File: config.mk
export PLATFORM = sky130hd
export DESIGN_NAME = sseg_scan_ctrl
export DESIGN_NICKNAME = d
export VERILOG_FILES = /design/src/rtl/sseg_scan_ctrl.sv
export SDC_FILE = /design/constraint.sdc
export NUM_CORES = 1
export LEC_CHECK = 0
export ABC_AREA = 1
export BUFFER_PORTS_ARGS = -buffer_cell sky130_fd_sc_hd__buf_2
export CORE_ASPECT_RATIO = 1.75
export CORE_MARGIN = 2
export CORE_UTILIZATION = 54
export DETAILED_ROUTE_END_ITERATION = 8
export MAX_ROUTING_LAYER = met4
export PLACE_DENSITY = 0.79
export SYNTH_ARGS = -nofsm -noshare
export SYNTH_HDL_FRONTEND = slang
export SYNTH_SLANG_ARGS = --single-unit
File: constraint.sdc
create_clock -name clk -period 6.46 [get_ports clk]
set_clock_uncertainty 0.2 [all_clocks]
set_input_delay 1.292 -clock clk [delete_from_list [all_inputs] [get_ports clk]]
set_output_delay 1.292 -clock clk [all_outputs]
set_load 0.02 [all_outputs]
File: src/rtl/sseg_scan_ctrl.sv
// Bus-mapped 8-digit seven-segment scan controller: blanking, per-digit mask, PWM brightness,
// frame-synchronous shadowing. Define SSEG_LZS_EN to enable leading-zero suppression.
module sseg_scan_ctrl #(
  parameter int unsigned PRESCALE     = 1024,
  parameter int unsigned BLANK_CYCLES = 16
) (
  input  logic        clk,
  input  logic        rst,
  input  logic        bus_sel,
  input  logic        bus_we,
  input  logic [1:0]  bus_addr,
  input  logic [31:0] bus_wdata,
  output logic [31:0] bus_rdata,
  output logic [7:0]  SSEG_CA,
  output logic [7:0]  SSEG_AN
);
  localparam int unsigned   CW         = $clog2(PRESCALE);
  localparam int unsigned   SPAN       = PRESCALE - BLANK_CYCLES;
  localparam logic [CW-1:0] CNT_LAST   = CW'(PRESCALE - 1);
  localparam logic [CW-1:0] BLANK_LAST = CW'(BLANK_CYCLES - 1);

  typedef enum logic [1:0] {S_IDLE, S_BLANK, S_ON, S_OFF} state_e;

  state_e        state_q, state_d;
  logic [CW-1:0] cnt_q, cnt_d;
  logic [2:0]    digit_q, digit_d;
  logic [7:0]    frame_q, frame_d;
  logic [31:0]   value_q, value_d;
  logic [7:0]    dp_q, dp_d;
  logic          en_q, en_d;
  logic [7:0]    digmask_q, digmask_d;
  logic [3:0]    bright_q, bright_d;
  logic [31:0]   val_sh_q, val_sh_d;
  logic [7:0]    dp_sh_q, dp_sh_d;
  logic [3:0]    bright_slot_q, bright_slot_d;
  logic [7:0]    mask_slot_q, mask_slot_d;
  logic [31:0]   rdata_q, rdata_d;
  logic [7:0]    an_q, an_d;
  logic [7:0]    ca_q, ca_d;
  logic          slot_start;
  logic          load_sh;
  logic [31:0]   on_len;
  logic [CW-1:0] on_last;
  logic          digit_vis;
  logic [3:0]    nibble;

  function automatic logic [6:0] hex_seg(input logic [3:0] n);
    logic [6:0] s;
    case (n)
      4'h0: s = 7'h40;  4'h1: s = 7'h79;  4'h2: s = 7'h24;  4'h3: s = 7'h30;
      4'h4: s = 7'h19;  4'h5: s = 7'h12;  4'h6: s = 7'h02;  4'h7: s = 7'h78;
      4'h8: s = 7'h00;  4'h9: s = 7'h10;  4'hA: s = 7'h08;  4'hB: s = 7'h03;
      4'hC: s = 7'h46;  4'hD: s = 7'h21;  4'hE: s = 7'h06;  default: s = 7'h0E;
    endcase
    return s;
  endfunction

`ifdef SSEG_LZS_EN
  logic [2:0] lzs_h_q, lzs_h_d;

  function automatic logic [2:0] top_nonzero(input logic [31:0] v);
    logic [2:0] h;
    h = '0;
    for (int unsigned i = 0; i < 8; i++)
      if (v[4*i +: 4] != 4'h0) h = 3'(i);
    return h;
  endfunction

  always_comb begin
    lzs_h_d = lzs_h_q;
    if (load_sh) lzs_h_d = top_nonzero(value_q);
  end

  always_ff @(posedge clk or posedge rst) begin
    if (rst) lzs_h_q <= '0;
    else     lzs_h_q <= lzs_h_d;
  end

  // Digits above the highest nonzero nibble stay dark unless their DP is lit.
  assign digit_vis = mask_slot_q[digit_q] && ((digit_q <= lzs_h_q) || dp_sh_q[digit_q]);
`else
  assign digit_vis = mask_slot_q[digit_q];
`endif

  assign nibble  = val_sh_q[{digit_q, 2'b00} +: 4];
  assign on_len  = ((32'(bright_slot_q) + 32'd1) * SPAN) >> 4;
  assign on_last = CW'(32'(BLANK_CYCLES) + on_len - 32'd1);

  always_comb begin
    value_d   = value_q;
    dp_d      = dp_q;
    en_d      = en_q;
    digmask_d = digmask_q;
    bright_d  = bright_q;
    rdata_d   = rdata_q;
    if (bus_sel && bus_we) begin
      case (bus_addr)
        2'd0: value_d = bus_wdata;
        2'd1: begin
          en_d      = bus_wdata[0];
          digmask_d = bus_wdata[15:8];
          bright_d  = bus_wdata[19:16];
        end
        2'd2:    dp_d = bus_wdata[7:0];
        default: ;
      endcase
    end
    if (bus_sel && !bus_we) begin
      case (bus_addr)
        2'd0:    rdata_d = value_q;
        2'd1:    rdata_d = {12'h000, bright_q, digmask_q, 7'h00, en_q};
        2'd2:    rdata_d = {24'h000000, dp_q};
        default: rdata_d = {16'h0000, frame_q, 5'h00, digit_q};
      endcase
    end
  end

  always_comb begin
    state_d       = state_q;
    cnt_d         = cnt_q;
    digit_d       = digit_q;
    frame_d       = frame_q;
    val_sh_d      = val_sh_q;
    dp_sh_d       = dp_sh_q;
    bright_slot_d = bright_slot_q;
    mask_slot_d   = mask_slot_q;
    slot_start    = 1'b0;
    load_sh       = 1'b0;
    if (!en_q) begin
      state_d = S_IDLE;
    end else begin
      case (state_q)
        S_IDLE: begin
          state_d    = S_BLANK;
          cnt_d      = '0;
          digit_d    = 3'd7;
          slot_start = 1'b1;
          load_sh    = 1'b1;
        end
        S_BLANK: begin
          cnt_d = cnt_q + 1'b1;
          if (cnt_q == BLANK_LAST) state_d = S_ON;
        end
        S_ON, S_OFF: begin
          // Slot end wins over ON->OFF so full brightness runs ON to the slot edge.
          if (cnt_q == CNT_LAST) begin
            state_d    = S_BLANK;
            cnt_d      = '0;
            digit_d    = digit_q - 3'd1;
            slot_start = 1'b1;
            if (digit_q == 3'd0) begin
              frame_d = frame_q + 8'd1;
              load_sh = 1'b1;
            end
          end else begin
            cnt_d = cnt_q + 1'b1;
            if (state_q == S_ON && cnt_q == on_last) state_d = S_OFF;
          end
        end
        default: state_d = S_IDLE;
      endcase
    end
    if (slot_start) begin
      bright_slot_d = bright_q;
      mask_slot_d   = digmask_q;
    end
    if (load_sh) begin
      val_sh_d = value_q;
      dp_sh_d  = dp_q;
    end
  end

  always_comb begin
    an_d = '1;
    ca_d = '1;
    if (en_q && state_q == S_ON) begin
      ca_d = {~dp_sh_q[digit_q], hex_seg(nibble)};
      if (digit_vis) an_d = ~(8'd1 << digit_q);
    end
  end

  always_ff @(posedge clk or posedge rst) begin
    if (rst) begin
      state_q       <= S_IDLE;
      cnt_q         <= '0;
      digit_q       <= 3'd7;
      frame_q       <= '0;
      value_q       <= '0;
      dp_q          <= '0;
      en_q          <= 1'b0;
      digmask_q     <= '1;
      bright_q      <= '1;
      val_sh_q      <= '0;
      dp_sh_q       <= '0;
      bright_slot_q <= '1;
      mask_slot_q   <= '1;
      rdata_q       <= '0;
      an_q          <= '1;
      ca_q          <= '1;
    end else begin
      state_q       <= state_d;
      cnt_q         <= cnt_d;
      digit_q       <= digit_d;
      frame_q       <= frame_d;
      value_q       <= value_d;
      dp_q          <= dp_d;
      en_q          <= en_d;
      digmask_q     <= digmask_d;
      bright_q      <= bright_d;
      val_sh_q      <= val_sh_d;
      dp_sh_q       <= dp_sh_d;
      bright_slot_q <= bright_slot_d;
      mask_slot_q   <= mask_slot_d;
      rdata_q       <= rdata_d;
      an_q          <= an_d;
      ca_q          <= ca_d;
    end
  end

  assign bus_rdata = rdata_q;
  assign SSEG_AN   = an_q;
  assign SSEG_CA   = ca_q;
endmodule

# After elaboration in Yosys (flattened, before gate mapping)
# Memory sizes are Yosys's and may differ from the RTL's.
# Index checks and enable logic that the tools add are counted.
# W data, S select, Z words.
[op_classes]
n_lt_le_gt_ge = 1
bitwise_logic = 2
reduce_logical = 16
n_addsub = 6
eq_ne = 11
shift = 2
n_div = 0
mux = 24
n_mul = 1
[op_table]
columns = ["op", "count"]
rows = [
  ["$pmux W32 S3", 1],
  ["$shiftx A32 B6 Y4", 1],
  ["$pmux W10 S3", 1],
  ["$mux W8", 3],
  ["$add A10 B1 Y10 const B", 1],
  ["$add A5 B10 Y10 const A", 1],
  ["$eq A10 B10 Y1", 1],
  ["$eq A10 B10 Y1 const B", 1],
  ["$eq A10 B4 Y1 const B", 1],
  ["$mul A5 B6 Y10 const B", 1],
  ["$mux W10", 1],
  ["$sub A10 B1 Y10 const B", 1],
  ["$add A8 B1 Y8 const B", 1],
  ["$mux W2", 4],
  ["$not A8 Y8", 1],
  ["$reduce_and A2 Y1", 4],
  ["$shl A1 B3 Y8 const A", 1],
  ["$mux W1", 7],
  ["$bmux W1 S3", 2],
  ["$eq A2 B2 Y1 const B", 3],
  ["$pmux W2 S3", 1],
  ["$pmux W3 S2", 1],
  ["$add A4 B1 Y5 const B", 1],
  ["$eq A2 B1 Y1 const B", 2],
  ["16 further kinds", 21],
]
[word_totals]
out_inout_bits = 48
in_bits = 38
rom_bits = 112
wordCells = 80
reg_bits = 176
n_memories = 1
latch_bits = 0
ram_bits = 0
[mem_list]
columns = ["name", "depth", "word_bits", "rd", "rd_clocked_by_memory_dff", "write_ports", "line_no", "rtl"]
rows = [
  ["(name not given)", 16, 7, 1, 0, 0, "49", "case (n)"],
]

# Longest topological paths before layout
[depth]
depth_word = 10
mapped_depth = 23
ltp_nobuf = 23

# Least setup slack after synthesis
# Ideal clock, no wire load.
[synth_timing]
path_kind = "register to register"
start = "register bright_slot_q[0]"
end = "register state_q[0]"
arrival_ps = 4073
stages_incl_launch_ff = 20
slack_ps = 2071
cell_sequence = "dfstp_2 > nand3_1 > xor2_1 > inv_1 > fa_1 > inv_1 > fa_1 > fa_1 > ha_1 > or2_2 > nand2_1 > nor2_1 > o21ai_0 > inv_1 > nor2_1 > nand3_1 > nand2_1 > nand2_1 > nand2_1 > nand2_1"
[synth_between]
elab_chain_len = 8
[synth_lines]
columns = ["element", "line_no", "rtl"]
rows = [
  ["start: declaration", "35", "logic [3:0] bright_slot_q, bright_slot_d;"],
  ["start signal: assignment", "212", "bright_slot_q <= bright_slot_d;"],
  ["$add A4 B1 Y5", "86", "assign on_len = ((32'(bright_slot_q) + 32'd1) * SPAN) >> 4;"],
  ["$mul A5 B6 Y10", "86", ""],
  ["$add A5 B10 Y10", "87", "assign on_last = CW'(32'(BLANK_CYCLES) + on_len - 32'd1);"],
  ["$sub A10 B1 Y10", "87", ""],
  ["$eq A10 B10 Y1", "157", "if (state_q == S_ON && cnt_q == on_last) state_d = S_OFF;"],
  ["$logic_and A1 B1 Y1", "157", ""],
  ["$ne A4 B4 Y1 (no line)", "n/a", ""],
  ["$reduce_and A2 Y1 (no line)", "n/a", ""],
  ["end signal: assignment", "201", "state_q <= state_d;"],
  ["end: declaration", "24", "state_e state_q, state_d;"],
]
# Every way passes these cells.
# A chain may end at the register's enable or synchronous reset.

# Final worst setup path
[layout_timing]
start = "register bright_slot_q[1]"
end = "register state_q[0]"
# The elaborated chain is that of the path after synthesis.

==> impl_metrics.json <==
{
  "syn_inst": 950,
  "synth_top_area_share": 0.380,
  "p_switching_uw": 2490,
  "n_antenna_cell": 0,
  "setup_slack_ns": 1.69,
  "ys.flop_type": "dfrtp_1",
  "io_pins": 86,
  "layout.nets": 1100,
  "first_pass_iters": 7,
  "syn2layout_area_growth_pct": 12.7,
  "syn_area_per_cell_um2": 9.22,
  "max_stage_delay_ns": 0.58,
  "path_class": "flop to flop",
  "hold_buffers": 0,
  "hold_viol_final": 0,
  "clkTransAtPathRegs_ns": 0.07,
  "crit_chain": "nand3_1 -> xor2_1 -> inv_1 -> fa_1 -> inv_1 -> fa_1 -> fa_1 -> ha_1 -> or2_2 -> nand2_1 -> nor2_1 -> o21ai_0 -> inv_1 -> nor2_1 -> nand3_1 -> nand2_1 -> nand2_1 -> nand2_1 -> nand2_1",
  "status": "finished clean",
  "dieArea_mm2": 0.0173,
  "synth_cell_type_count": 46,
  "synth_edf_count": 0,
  "dpl.hpwl_um": 14900,
  "yosysSeqAreaShare": 0.509,
  "cts_tree": "done",
  "finalCriticalPeriod_ns": 4.77,
  "pwr-share-clk": 0.185,
  "yosysTopAreaCell": "dfrtp_1",
  "drv_slew": 0,
  "grt_antenna_before_repair": 0,
  "synthTopCellsByArea": "dfrtp_1 38%, dfstp_2 13%, nand2_1 9.5%",
  "grt_first_pass_wirelength_um": 34100,
  "p_total_uw": 5740,
  "htree_levels": 4,
  "globalRouteOverflowTotal": 0,
  "crit_top_cell": "nand2_1",
  "fin_crit_sh": 0.738,
  "drc": 0,
  "avgRoutedWirePerCell_um": 17.1,
  "grt_max_degree": 89,
  "crit_family": "adder cells",
  "peakVddDrop_mv": 0.402,
  "p_leak_uw": 0.00490,
  "startpoint_type": "flop",
  "nFillCells": 1284,
  "p_per_area_mw_per_mm2": 581,
  "start_util": 0.552,
  "post_cts_resized": 0,
  "grt_use_total": 0.265,
  "cts_root_buf": "clkbuf_16",
  "place_ws_ns": 1.65,
  "p_int_uw": 3250,
  "post-route-util": 0.622,
  "vias_per_cell": 5.63,
  "async_reset_ff_frac": 1.00,
  "cp.arrival_ns": 4.89,
  "crit_fanout": 6,
  "clk_latency_ns": 0.43,
  "synth_area_mm2": 0.00876,
  "post_cts_buffers": 0,
  "port_buffers": 85,
  "tns_ns": 0,
  "ys_ff_latch": 176,
  "die_h_um": 172,
  "hp-class": "flop to flop",
  "rows": 61,
  "critPathCaptureType": "flop",
  "ant_nets": 0,
  "wl_um": 21000,
  "setup_violations": 0,
  "swShare": 0.433,
  "clock_sinks": 176,
  "required_ns": 6.58,
  "tightestPinTransition_ns": 1.18,
  "num_vias": 6889,
  "pwr-share-seq": 0.278,
  "max_cap_violations": 0,
  "cts_buffer_depth": 2,
  "dr.first_iter.drc_count": 511,
  "grt_pass1_vias": 6840,
  "rsz0062_at_grt": "false",
  "maxSlewHeadroom": 0.209,
  "cp_slowest_cell": "dfstp_2",
  "drive_gt1_frac": 0.214,
  "coreArea_mm2": 0.0159,
  "comb_power_share": 0.537,
  "fmax_ghz": 0.210,
  "hold_ws_ns": 0.275,
  "crit_buf_inv": 3,
  "dieWidth_um": 100,
  "synth_common_cells": "221 x nand2_1, 133 x dfrtp_1, 105 x o21ai_0",
  "synth.most_common_cell": "nand2_1",
  "synth_nets": 1029,
  "gp_congestion": 0.899,
  "yosysWarnings": 0,
  "cts_buffers": 17
}
-- tightest hold or removal path, stage by stage, from the launching register on --
cell,delay (ns)
dfstp_2,0.37
nand2_1,0.05
o21ai_1,0.05
-- sequential cells by signal, indices dropped and copies added (netlist names) --
name / cells
cnt_q: 10
val_sh_q: 32
digmask_q: 8
bus_rdata: 32
bright_slot_q: 4
SSEG_CA: 8
state_q: 2
en_q: 1
digit_q: 3
dp_q: 8
frame_q: 8
mask_slot_q: 8
dp_sh_q: 8
bright_q: 4
value_q: 32
SSEG_AN: 8
-- per-stage QoR --
step | instance area (um2) | instances
after floorplan | 8760 | 950
after global placement | 9270 | 1191
after detailed placement | 9270 | 1191
after CTS | 9880 | 1223
after global routing | 9880 | 1223
final | 9880 | 1223
-- metal layers --
layer / vias to the layer above / global-route usage / wire, um
li1: 3229 / - / -
met1: 3319 / 0.289 / 7590
met2: 258 / 0.452 / 11000
met3: 83 / 0.0384 / 954
met4: 0 / 0.163 / 1380
met5: - / - / 0
-- cell usage in the layout, fill, tap and decap left out, types with 15 or more instances in the layout --
cell,synthesis,final
a21oi_1,25,25
nor2_1,60,59
nand2_1,221,221
ha_1,30,30
o21ai_0,105,105
xor2_1,15,15
buf_2,14,85
dfstp_2,43,43
inv_1,98,97
mux2_2,29,29
dfrtp_1,133,133
nand3_1,50,50
clkbuf_16,0,17
-- path summary, 6_finish.rpt --
kind                                                    from                         end  slack, ns  cells after the start
worst max-delay path            bright_slot_q[1]$_DFFE_PP1P_      state_q[0]$_DFFE_PP0P_       1.69                     19
worst min-delay path              mask_slot_q[7]$_DFFE_PP1P_  mask_slot_q[7]$_DFFE_PP1P_       0.28                      2
worst max register to register  bright_slot_q[1]$_DFFE_PP1P_      state_q[0]$_DFFE_PP0P_       1.69                     19
worst min register to register    mask_slot_q[7]$_DFFE_PP1P_  mask_slot_q[7]$_DFFE_PP1P_       0.28                      2
max in group asynchronous                                rst      value_q[6]$_DFFE_PP0P_       4.16                      3
min in group asynchronous                                rst   bus_rdata[15]$_DFFE_PP0P_       0.79                      2
-- cell families (layout without fill, tap and decap cells) --
| logic type | Yosys count | count (layout) | synth area share |
|---|---|---|---|
| mux | 38 | 38 | 0.0521 |
| fa+ha+maj | 41 | 41 | 0.0680 |
| compound gates | 172 | 172 | 0.107 |
| xor+xnor | 24 | 24 | 0.0240 |
| buf+inv | 144 | 228 | 0.0694 |
| simple gates | 355 | 355 | 0.171 |
| flops | 176 | 176 | 0.509 |
-- power groups by stage --
stage               sequential, uW  clock (uW)  combinational [uW]
finish                        1590        1060                3080
global route                  1620        1110                3580
CTS                           1590        1070                3100
detailed placement            1600           0                3080
global placement              1590           0                2930
floorplan                     1570           0                2410
-- final cells by class --
cell class	count	area, um2	area share
sequential	176	4460	0.451
multi-input combinational	630	3700	0.374
inverter	104	395	0.0400
timing repair buffer	92	478	0.0484
clock inverter	14	171	0.0174
tap	189	236	0.0239
clock buffer	18	439	0.0445
Note: power is estimated with default switching activity, not from simulation.
